## src/rtl/count_source_if.sv

```systemverilog
// Handshake bundle between the count source controller and its board I/O.
// Inputs: pulsa, selector (raw). Outputs: cnt_en, mode, tick_10hz.
interface count_source_if;
  logic pulsa;
  logic selector;
  logic cnt_en;
  logic mode;
  logic tick_10hz;

  modport master (
    output pulsa,
    output selector,
    input  cnt_en,
    input  mode,
    input  tick_10hz
  );

  modport slave (
    input  pulsa,
    input  selector,
    output cnt_en,
    output mode,
    output tick_10hz
  );
endinterface

```

## src/rtl/count_source_ctrl.sv

```systemverilog
// Count-enable strobe for the BCD counter: auto 10 Hz tick or debounced button.
// Ports: clk, rst_n (async low), bus.slave {pulsa, selector -> cnt_en, mode, tick_10hz}.
module count_source_ctrl #(
  parameter int DIV_10HZ   = 5_000_000,
  parameter int DEB_CYCLES = 500_000
) (
  input logic           clk,
  input logic           rst_n,
  count_source_if.slave bus
);

  localparam int PW = $clog2(DIV_10HZ);
  localparam int DW = $clog2(DEB_CYCLES + 1);

  typedef enum logic [1:0] {
    AUTO,
    MANUAL,
    SWITCH
  } state_t;

  logic          p_s1_q, p_s1_d;
  logic          p_s2_q, p_s2_d;
  logic          s_s1_q, s_s1_d;
  logic          s_s2_q, s_s2_d;
  logic          p_deb_q, p_deb_d;
  logic          s_deb_q, s_deb_d;
  logic [DW-1:0] p_cnt_q, p_cnt_d;
  logic [DW-1:0] s_cnt_q, s_cnt_d;
  logic          p_prev_q, p_prev_d;
  logic [PW-1:0] pre_q, pre_d;
  state_t        state_q, state_d;
  logic          mode_q, mode_d;
  logic          cnt_en_q, cnt_en_d;
  logic          tick_q, tick_d;
  logic          rise;
  logic          wrap;

  // Returns {level, counter}. The level flips on the (DEB_CYCLES+1)th
  // consecutive disagreeing cycle; any agreeing cycle clears the counter.
  function automatic logic [DW:0] deb_next(
    input logic          s,
    input logic          lvl,
    input logic [DW-1:0] cnt
  );
    logic [DW:0] r;
    r = {lvl, {DW{1'b0}}};
    if (s != lvl) begin
      if (cnt == DW'(DEB_CYCLES)) r = {s, {DW{1'b0}}};
      else                        r = {lvl, cnt + DW'(1)};
    end
    return r;
  endfunction

  always_comb begin
    p_s1_d = bus.pulsa;
    p_s2_d = p_s1_q;
    s_s1_d = bus.selector;
    s_s2_d = s_s1_q;
    {p_deb_d, p_cnt_d} = deb_next(p_s2_q, p_deb_q, p_cnt_q);
    {s_deb_d, s_cnt_d} = deb_next(s_s2_q, s_deb_q, s_cnt_q);
    // Edge history tracks in every state, so a held button never
    // looks like a fresh press after a mode change.
    p_prev_d = p_deb_q;
    rise     = p_deb_q & ~p_prev_q;
    wrap     = (pre_q == PW'(DIV_10HZ - 1));
    pre_d    = wrap ? '0 : pre_q + PW'(1);
    tick_d   = wrap;
    cnt_en_d = 1'b0;
    mode_d   = mode_q;
    state_d  = state_q;
    if (state_q == SWITCH) begin
      pre_d   = '0;
      tick_d  = 1'b0;
      state_d = mode_q ? MANUAL : AUTO;
    end else if (s_deb_q != mode_q) begin
      // Mode change beats any coincident tick or press.
      state_d = SWITCH;
      mode_d  = s_deb_q;
      pre_d   = '0;
      tick_d  = 1'b0;
    end else begin
      unique case (1'b1)
        state_q == AUTO:   cnt_en_d = wrap;
        state_q == MANUAL: cnt_en_d = rise;
        default:           cnt_en_d = 1'b0;
      endcase
    end
  end

  always_ff @(posedge clk or negedge rst_n) begin
    if (!rst_n) begin
      p_s1_q   <= 1'b0;
      p_s2_q   <= 1'b0;
      s_s1_q   <= 1'b0;
      s_s2_q   <= 1'b0;
      p_deb_q  <= 1'b0;
      s_deb_q  <= 1'b0;
      p_cnt_q  <= '0;
      s_cnt_q  <= '0;
      p_prev_q <= 1'b0;
      pre_q    <= '0;
      state_q  <= AUTO;
      mode_q   <= 1'b0;
      cnt_en_q <= 1'b0;
      tick_q   <= 1'b0;
    end else begin
      p_s1_q   <= p_s1_d;
      p_s2_q   <= p_s2_d;
      s_s1_q   <= s_s1_d;
      s_s2_q   <= s_s2_d;
      p_deb_q  <= p_deb_d;
      s_deb_q  <= s_deb_d;
      p_cnt_q  <= p_cnt_d;
      s_cnt_q  <= s_cnt_d;
      p_prev_q <= p_prev_d;
      pre_q    <= pre_d;
      state_q  <= state_d;
      mode_q   <= mode_d;
      cnt_en_q <= cnt_en_d;
      tick_q   <= tick_d;
    end
  end

  assign bus.cnt_en    = cnt_en_q;
  assign bus.mode      = mode_q;
  assign bus.tick_10hz = tick_q;

endmodule

```

## src/flat_wrapper.sv

```systemverilog
// flat-port wrapper written by rule: the top's interface ports become plain ports
module count_source_ctrl_flat 
#(
  parameter int DIV_10HZ   = 5_000_000,
  parameter int DEB_CYCLES = 500_000
)
  (clk, rst_n, bus_pulsa, bus_selector, bus_cnt_en, bus_mode, bus_tick_10hz);
  count_source_if bus_i ();
  input logic clk;
  input logic rst_n;
  input wire logic [$bits(bus_i.pulsa)-1:0] bus_pulsa;
  input wire logic [$bits(bus_i.selector)-1:0] bus_selector;
  output wire logic [$bits(bus_i.cnt_en)-1:0] bus_cnt_en;
  output wire logic [$bits(bus_i.mode)-1:0] bus_mode;
  output wire logic [$bits(bus_i.tick_10hz)-1:0] bus_tick_10hz;
  assign bus_i.pulsa = bus_pulsa;
  assign bus_i.selector = bus_selector;
  assign bus_cnt_en = bus_i.cnt_en;
  assign bus_mode = bus_i.mode;
  assign bus_tick_10hz = bus_i.tick_10hz;
  count_source_ctrl #(.DIV_10HZ(DIV_10HZ), .DEB_CYCLES(DEB_CYCLES)) u_core (.clk(clk), .rst_n(rst_n), .bus(bus_i));
endmodule
```

## config.mk

```make
export PLATFORM = sky130hd
export DESIGN_NAME = count_source_ctrl_flat
export DESIGN_NICKNAME = d
export VERILOG_FILES = /design/src/rtl/count_source_if.sv /design/src/rtl/count_source_ctrl.sv /design/src/flat_wrapper.sv
export SDC_FILE = /design/constraint.sdc
export NUM_CORES = 1
export LEC_CHECK = 0
export CAP_MARGIN = 20
export CORE_MARGIN = 2
export CORE_UTILIZATION = 38
export CTS_BUF_LIST = sky130_fd_sc_hd__clkbuf_8
export DETAILED_ROUTE_END_ITERATION = 10
export PLACE_DENSITY = 0.52
export REMOVE_ABC_BUFFERS = 1
export SETUP_SLACK_MARGIN = 0.05
export SYNTH_ARGS = -nofsm -noshare
export SYNTH_HDL_FRONTEND = slang
export SYNTH_SLANG_ARGS = --single-unit
```

## constraint.sdc

```tcl
create_clock -name clk -period 2.4 [get_ports clk]
set_input_delay 0.24 -clock clk [delete_from_list [all_inputs] [get_ports clk]]
set_output_delay 0.24 -clock clk [all_outputs]
set_load 0.005 [all_outputs]
```

-- After elaboration in Yosys (flattened, before gate mapping)
Index checks and enable logic that the tools add are counted.
- register bits: 73
- bits of input ports: 4
- output and inout bits: 3
- logic and storage cells: 48
- add/subtract/negate cells: 3
- equality and inequality tests: 8
- multiplexer cells: 15
- bitwise operators: 3
- reductions and logical operators: 5
- operators by type and width (kind ; count):
    $mux W19 ; 4
    $mux W23 ; 3
    $add A19 B1 Y19 const B ; 2
    $eq A19 B19 Y1 const B ; 2
    $add A23 B1 Y23 const B ; 1
    $eq A23 B23 Y1 const B ; 1
    $reduce_and A2 Y1 ; 3
    $mux W1 ; 5
    $mux W2 ; 2
    $ne A1 B1 Y1 ; 3
    $eq A2 B1 Y1 const B ; 1
    $eq A2 B2 Y1 const B ; 1
    $logic_not A2 Y1 ; 1
    $not A1 Y1 ; 2
    $pmux W1 S2 ; 1
    $reduce_bool A2 Y1 ; 1
    $and A1 B1 Y1 ; 1

-- Depth between registers and ports, before layout
- depth after elaboration: 5
- mapped depth: 7
- depth with buffers taken out: 6

-- Worst setup path before layout
OpenSTA, ideal clock, no wires.
- path kind: reg-to-reg
- start point: register u_core.pre_q[0]
- end point: register u_core.pre_q[16]
- setup time: 0.124 ns
- data arrival time: 1.859 ns
- data required time: 2.276 ns
- slack: 0.416 ns
- stages on the path, launching flop included: 8
- path buffers: 2
- clock period less this slack: 1.984 ns
- path through: dfrtp_1 > ha_1 > nand3_1 > or4_1 > clkbuf_1 > o21ai_1 > buf_2 > nor3_1
- cells in the longest elaborated chain, start to end: 4
- elaborated cells between the ends (all ways): 5
- those cells by class: 1 x add/sub; 1 x eq/ne; 3 x mux
- ends and longest elaborated chain (item ; line ; text):
    start, declared ; count_source_ctrl.sv:30 ; logic [PW-1:0] pre_q, pre_d;
    start signal, assigned ; count_source_ctrl.sv:116 ; pre_q <= pre_d;
    $add A23 B1 Y23 or $eq A23 B23 Y1 (tied branches) ; count_source_ctrl.sv:66, count_source_ctrl.sv:65 ;
    $mux W23 * ; count_source_ctrl.sv:66 ; pre_d = wrap ? '0 : pre_q + PW'(1);
    $mux W23 * ; count_source_ctrl.sv:75 ; end else if (s_deb_q != mode_q) begin
    $mux W23 * ; count_source_ctrl.sv:71 ; if (state_q == SWITCH) begin
    net u_core.pre_d[16] ; count_source_ctrl.sv:30 ;
The timed path passes the listed nets; every way through them passes the cells marked *.
A chain may end at the register's enable or synchronous reset.

-- Final worst setup path
- start point: register u_core.p_cnt_q[9]
- end point: register u_core.p_deb_q
- cells in the longest elaborated chain, start to end: 2
- ends and longest elaborated chain (item ; line ; text):
    start, declared ; count_source_ctrl.sv:27 ; logic [DW-1:0] p_cnt_q, p_cnt_d;
    start signal, assigned ; count_source_ctrl.sv:113 ; p_cnt_q <= p_cnt_d;
    $eq A19 B19 Y1 ; count_source_ctrl.sv:48 ; if (cnt == DW'(DEB_CYCLES)) r = {s, {DW{1'b0}}};
    $reduce_and A2 Y1 (no line) ; -- ;
    end signal, assigned ; count_source_ctrl.sv:111 ; p_deb_q <= p_deb_d;
    end, declared ; count_source_ctrl.sv:25 ; logic p_deb_q, p_deb_d;
No other way between the ends.

==> results.py <==
metrics = {
    "worst_hold_path": {
        "min-delay-start": "bus_selector",
        "holdPathStages": 1,
        "hold_class": "in2reg",
    },
    "drt": {
        "wl_mm": 6.855,
        "drc": 0,
        "num_vias": 2623,
        "wl_per_cell_um": 13.34,
        "avgViaCountPerCell": 5.103,
        "ant_nets": 0,
        "drt_iter0_drc": 79,
        "dr.pass1.iters": 4,
    },
    "placement": {
        "hpwlAfterDp_mm": 4.763,
        "numPlacedInstances": 497,
        "portBuffers": 6,
        "routabilityCongestion": 0.7983,
    },
    "power": {
        "total_power_w": 0.002256,
        "p_leak_nw": 1.634,
        "ir_drop_mv": 0.2589,
        "p_per_area_nw_per_um2": 558.5,
    },
    "critical_path": {
        "path_cells": "or4b_1, or4_4, nor2_1, mux2_2",
        "critPathKind": "reg2reg",
        "r2r_cells": 4,
        "start_kind": "flip-flop",
        "cp_data_arrival_time_ns": 2.29,
        "crit_path_end_kind": "flip-flop",
        "crit-reg2reg-launch": "u_core.p_cnt_q[9]",
        "critPathSlowestCell": "or4b_1",
        "critical-path-top-delay-family": "simple AND/OR/NAND/NOR gates",
        "critPathMaxStageDelay_ns": 0.53,
        "cp.depth": 4,
        "cp.buffers_inverters": 0,
        "cp.required_ns": 2.63,
        "worstSetupStartpoint": "u_core.p_cnt_q[9]",
        "crit_fanout": 4,
    },
    "global_route": {
        "grt_pass1_wl_mm": 12.39,
        "grt_max_degree": 44,
        "grt_use_total": 0.1528,
        "gr-total-overflow": 0,
        "antenna_found_initial": 0,
        "grt_pass1_vias": 2653,
    },
    "flow_run": {
        "drv_cap": 0,
    },
    "yosys": {
        "synth_warnings": 0,
        "synth_area_per_cell_um2": 9.930,
        "synthCells": 363,
        "netlist_top_cells_area": "dfrtp_1 (51%), nor2_1 (5.8%), xnor2_1 (5.6%)",
        "synth_edf_count": 0,
        "synth_top_area_cell": "dfrtp_1",
        "ys_types": 44,
        "syn_area_um2": 3605,
        "synth_ff_type": "dfrtp_1",
        "synth_top_cell_area_share": 0.5068,
        "synth-async-reset-ratio": 1.000,
        "synth_seq_cells": 73,
        "netlist_top_cells_count": "dfrtp_1 (73), nor2_1 (56), xnor2_1 (23)",
        "ys_seq_area_frac": 0.5068,
        "synth.most_common_cell": "dfrtp_1",
    },
    "clock_network": {
        "clk_pin_slew_ns": 0.07,
        "clockRootBuffer": "clkbuf_8",
        "cts_tree": "built",
        "post_cts_buffers": 0,
        "cts_num_sinks": 73,
        "insertion_delay_ns": 0.34,
        "ctsResizeCount": 0,
        "cts_buffers": 9,
        "hold_buffers": 1,
        "cts_max_path_buffers": 2,
        "htree_levels": 3,
    },
    "floorplan": {
        "die_y_um": 101.4,
        "die_w_um": 101.4,
        "die_area_um2": 10280,
        "coreArea_um2": 9240,
        "rows": 35,
        "start_util": 0.3901,
        "ios": 7,
    },
    "final_layout": {
        "fin_nets": 389,
        "final_cells": 514,
        "drive_above_1_share": 0.08571,
        "area_delta_synth_final_pct": 12.08,
        "antennaDiodeCount": 0,
    },
    "timing": {
        "finalMaxSlewViolations": 0,
        "fmax_ghz": 0.4862,
        "tightest_slew_ns": 0.5790,
        "hold_violations": 0,
        "fin_skew_ns": 0.01157,
        "period_share": 0.8571,
        "rsz0062_at_grt": "no",
        "slew_headroom": 0.6104,
        "period_minus_slack_ns": 2.057,
        "setup_viol": 0,
    },
    "run_status": {
        "outcome": "finished, final reports clean",
    },
}
==> per-stage QoR <==
stage	worst slack (ns)	util	hold WS [ns]	cell area (um^2)	setup TNS (ns)
2_1_floorplan	-0.05302	-	-0.05559	3557	-0.2835
6_report	0.3430	0.4372	0.3367	4040	0
5_1_grt	0.2005	0.4372	0.3338	4040	0
3_5_place_dp	0.3396	0.4157	0.2125	3841	0
3_3_place_gp	0.3908	0.4157	0.2174	3841	0
4_1_cts	0.3269	0.4372	0.3138	4040	0
==> final cells by class <==
| cell class | instances | area [um^2] |
|---|---|---|
| Tap cell | 129 | 161.4 |
| Fill cell | 913 | 5200 |
| Clock buffer | 10 | 137.6 |
| Sequential cell | 73 | 1827 |
| Inverter | 15 | 56.30 |
| Multi-Input combinational cell | 267 | 1674 |
| Timing Repair Buffer | 14 | 132.6 |
| Clock inverter | 6 | 51.30 |
==> routing by layer <==
| metal | track usage | wire length [um] |
|---|---|---|
| met1 | 0.2026 | 3359 |
| met2 | 0.2420 | 3272 |
| met3 | 0.03106 | 125 |
| met4 | 0.06965 | 97 |
| met5 | 0 | 0 |
==> flip-flops by register name, summed over array words and instances (netlist names) <==
signal,count
u_core.p_prev_q,1
u_core.bus.tick_10hz,1
u_core.s_cnt_q,19
u_core.p_deb_q,1
u_core.p_s1_q,1
u_core.p_cnt_q,19
u_core.s_deb_q,1
u_core.bus.mode,1
u_core.s_s2_q,1
u_core.state_q,2
u_core.pre_q,23
u_core.p_s2_q,1
u_core.bus.cnt_en,1
u_core.s_s1_q,1
==> worst register-to-register path: cells and delay by family (launching register included) <==
kind,cells,cell delay (ns)
AND/OR/NAND/NOR,3,1.19
flip-flops,1,0.41
multiplexers,1,0.34
==> power by group <==
| group | total [W] | switching (W) | leakage [nW] | internal, W |
|---|---|---|---|---|
| clock | 0.000931 | 0.000436 | 0.110 | 0.000494 |
| combinational | 0.0000700 | 0.0000460 | 0.533 | 0.0000240 |
| sequential | 0.00126 | 0.0000146 | 0.991 | 0.00124 |
==> cell families (layout without fill, tap and decap cells) <==
group           count (synthesis)  after routing  share of synthesized area
buf+inv                        23             45                    0.02881
xor+xnor                       42             42                     0.1020
compound gates                 36             36                    0.06491
flops                          73             73                     0.5068
simple gates                  181            181                     0.2707
mux                             3              3                   0.009371
fa+ha+maj                       5              5                    0.01736
==> cells in the final DEF, fill, tap and decap left out, types with 7 or more instances in the layout <==
cell      netlist  routed
a21oi_1        14      14
buf_4           0       7
clkbuf_8        0      10
dfrtp_1        73      73
inv_1          15      18
nand2_1        19      19
nand3_1        21      21
nand4_1        15      15
nor2_1         56      56
nor3_1         11      11
nor4_1          9       9
o21ai_0         7       7
or3_1          13      13
or4_1           7       7
xnor2_1        23      23
xor2_1         19      19
==> final timing paths <==
path | to | slack [ns]
max in group asynchronous | u_core.s_cnt_q[2] | 1.46
max | u_core.p_deb_q | 0.34
min reg2reg | u_core.s_s2_q | 0.35
min in group asynchronous | u_core.pre_q[14] | 0.37
min | u_core.s_s1_q | 0.34
max reg2reg | u_core.p_deb_q | 0.34
No activity file was read; power rests on OpenSTA's default activity.
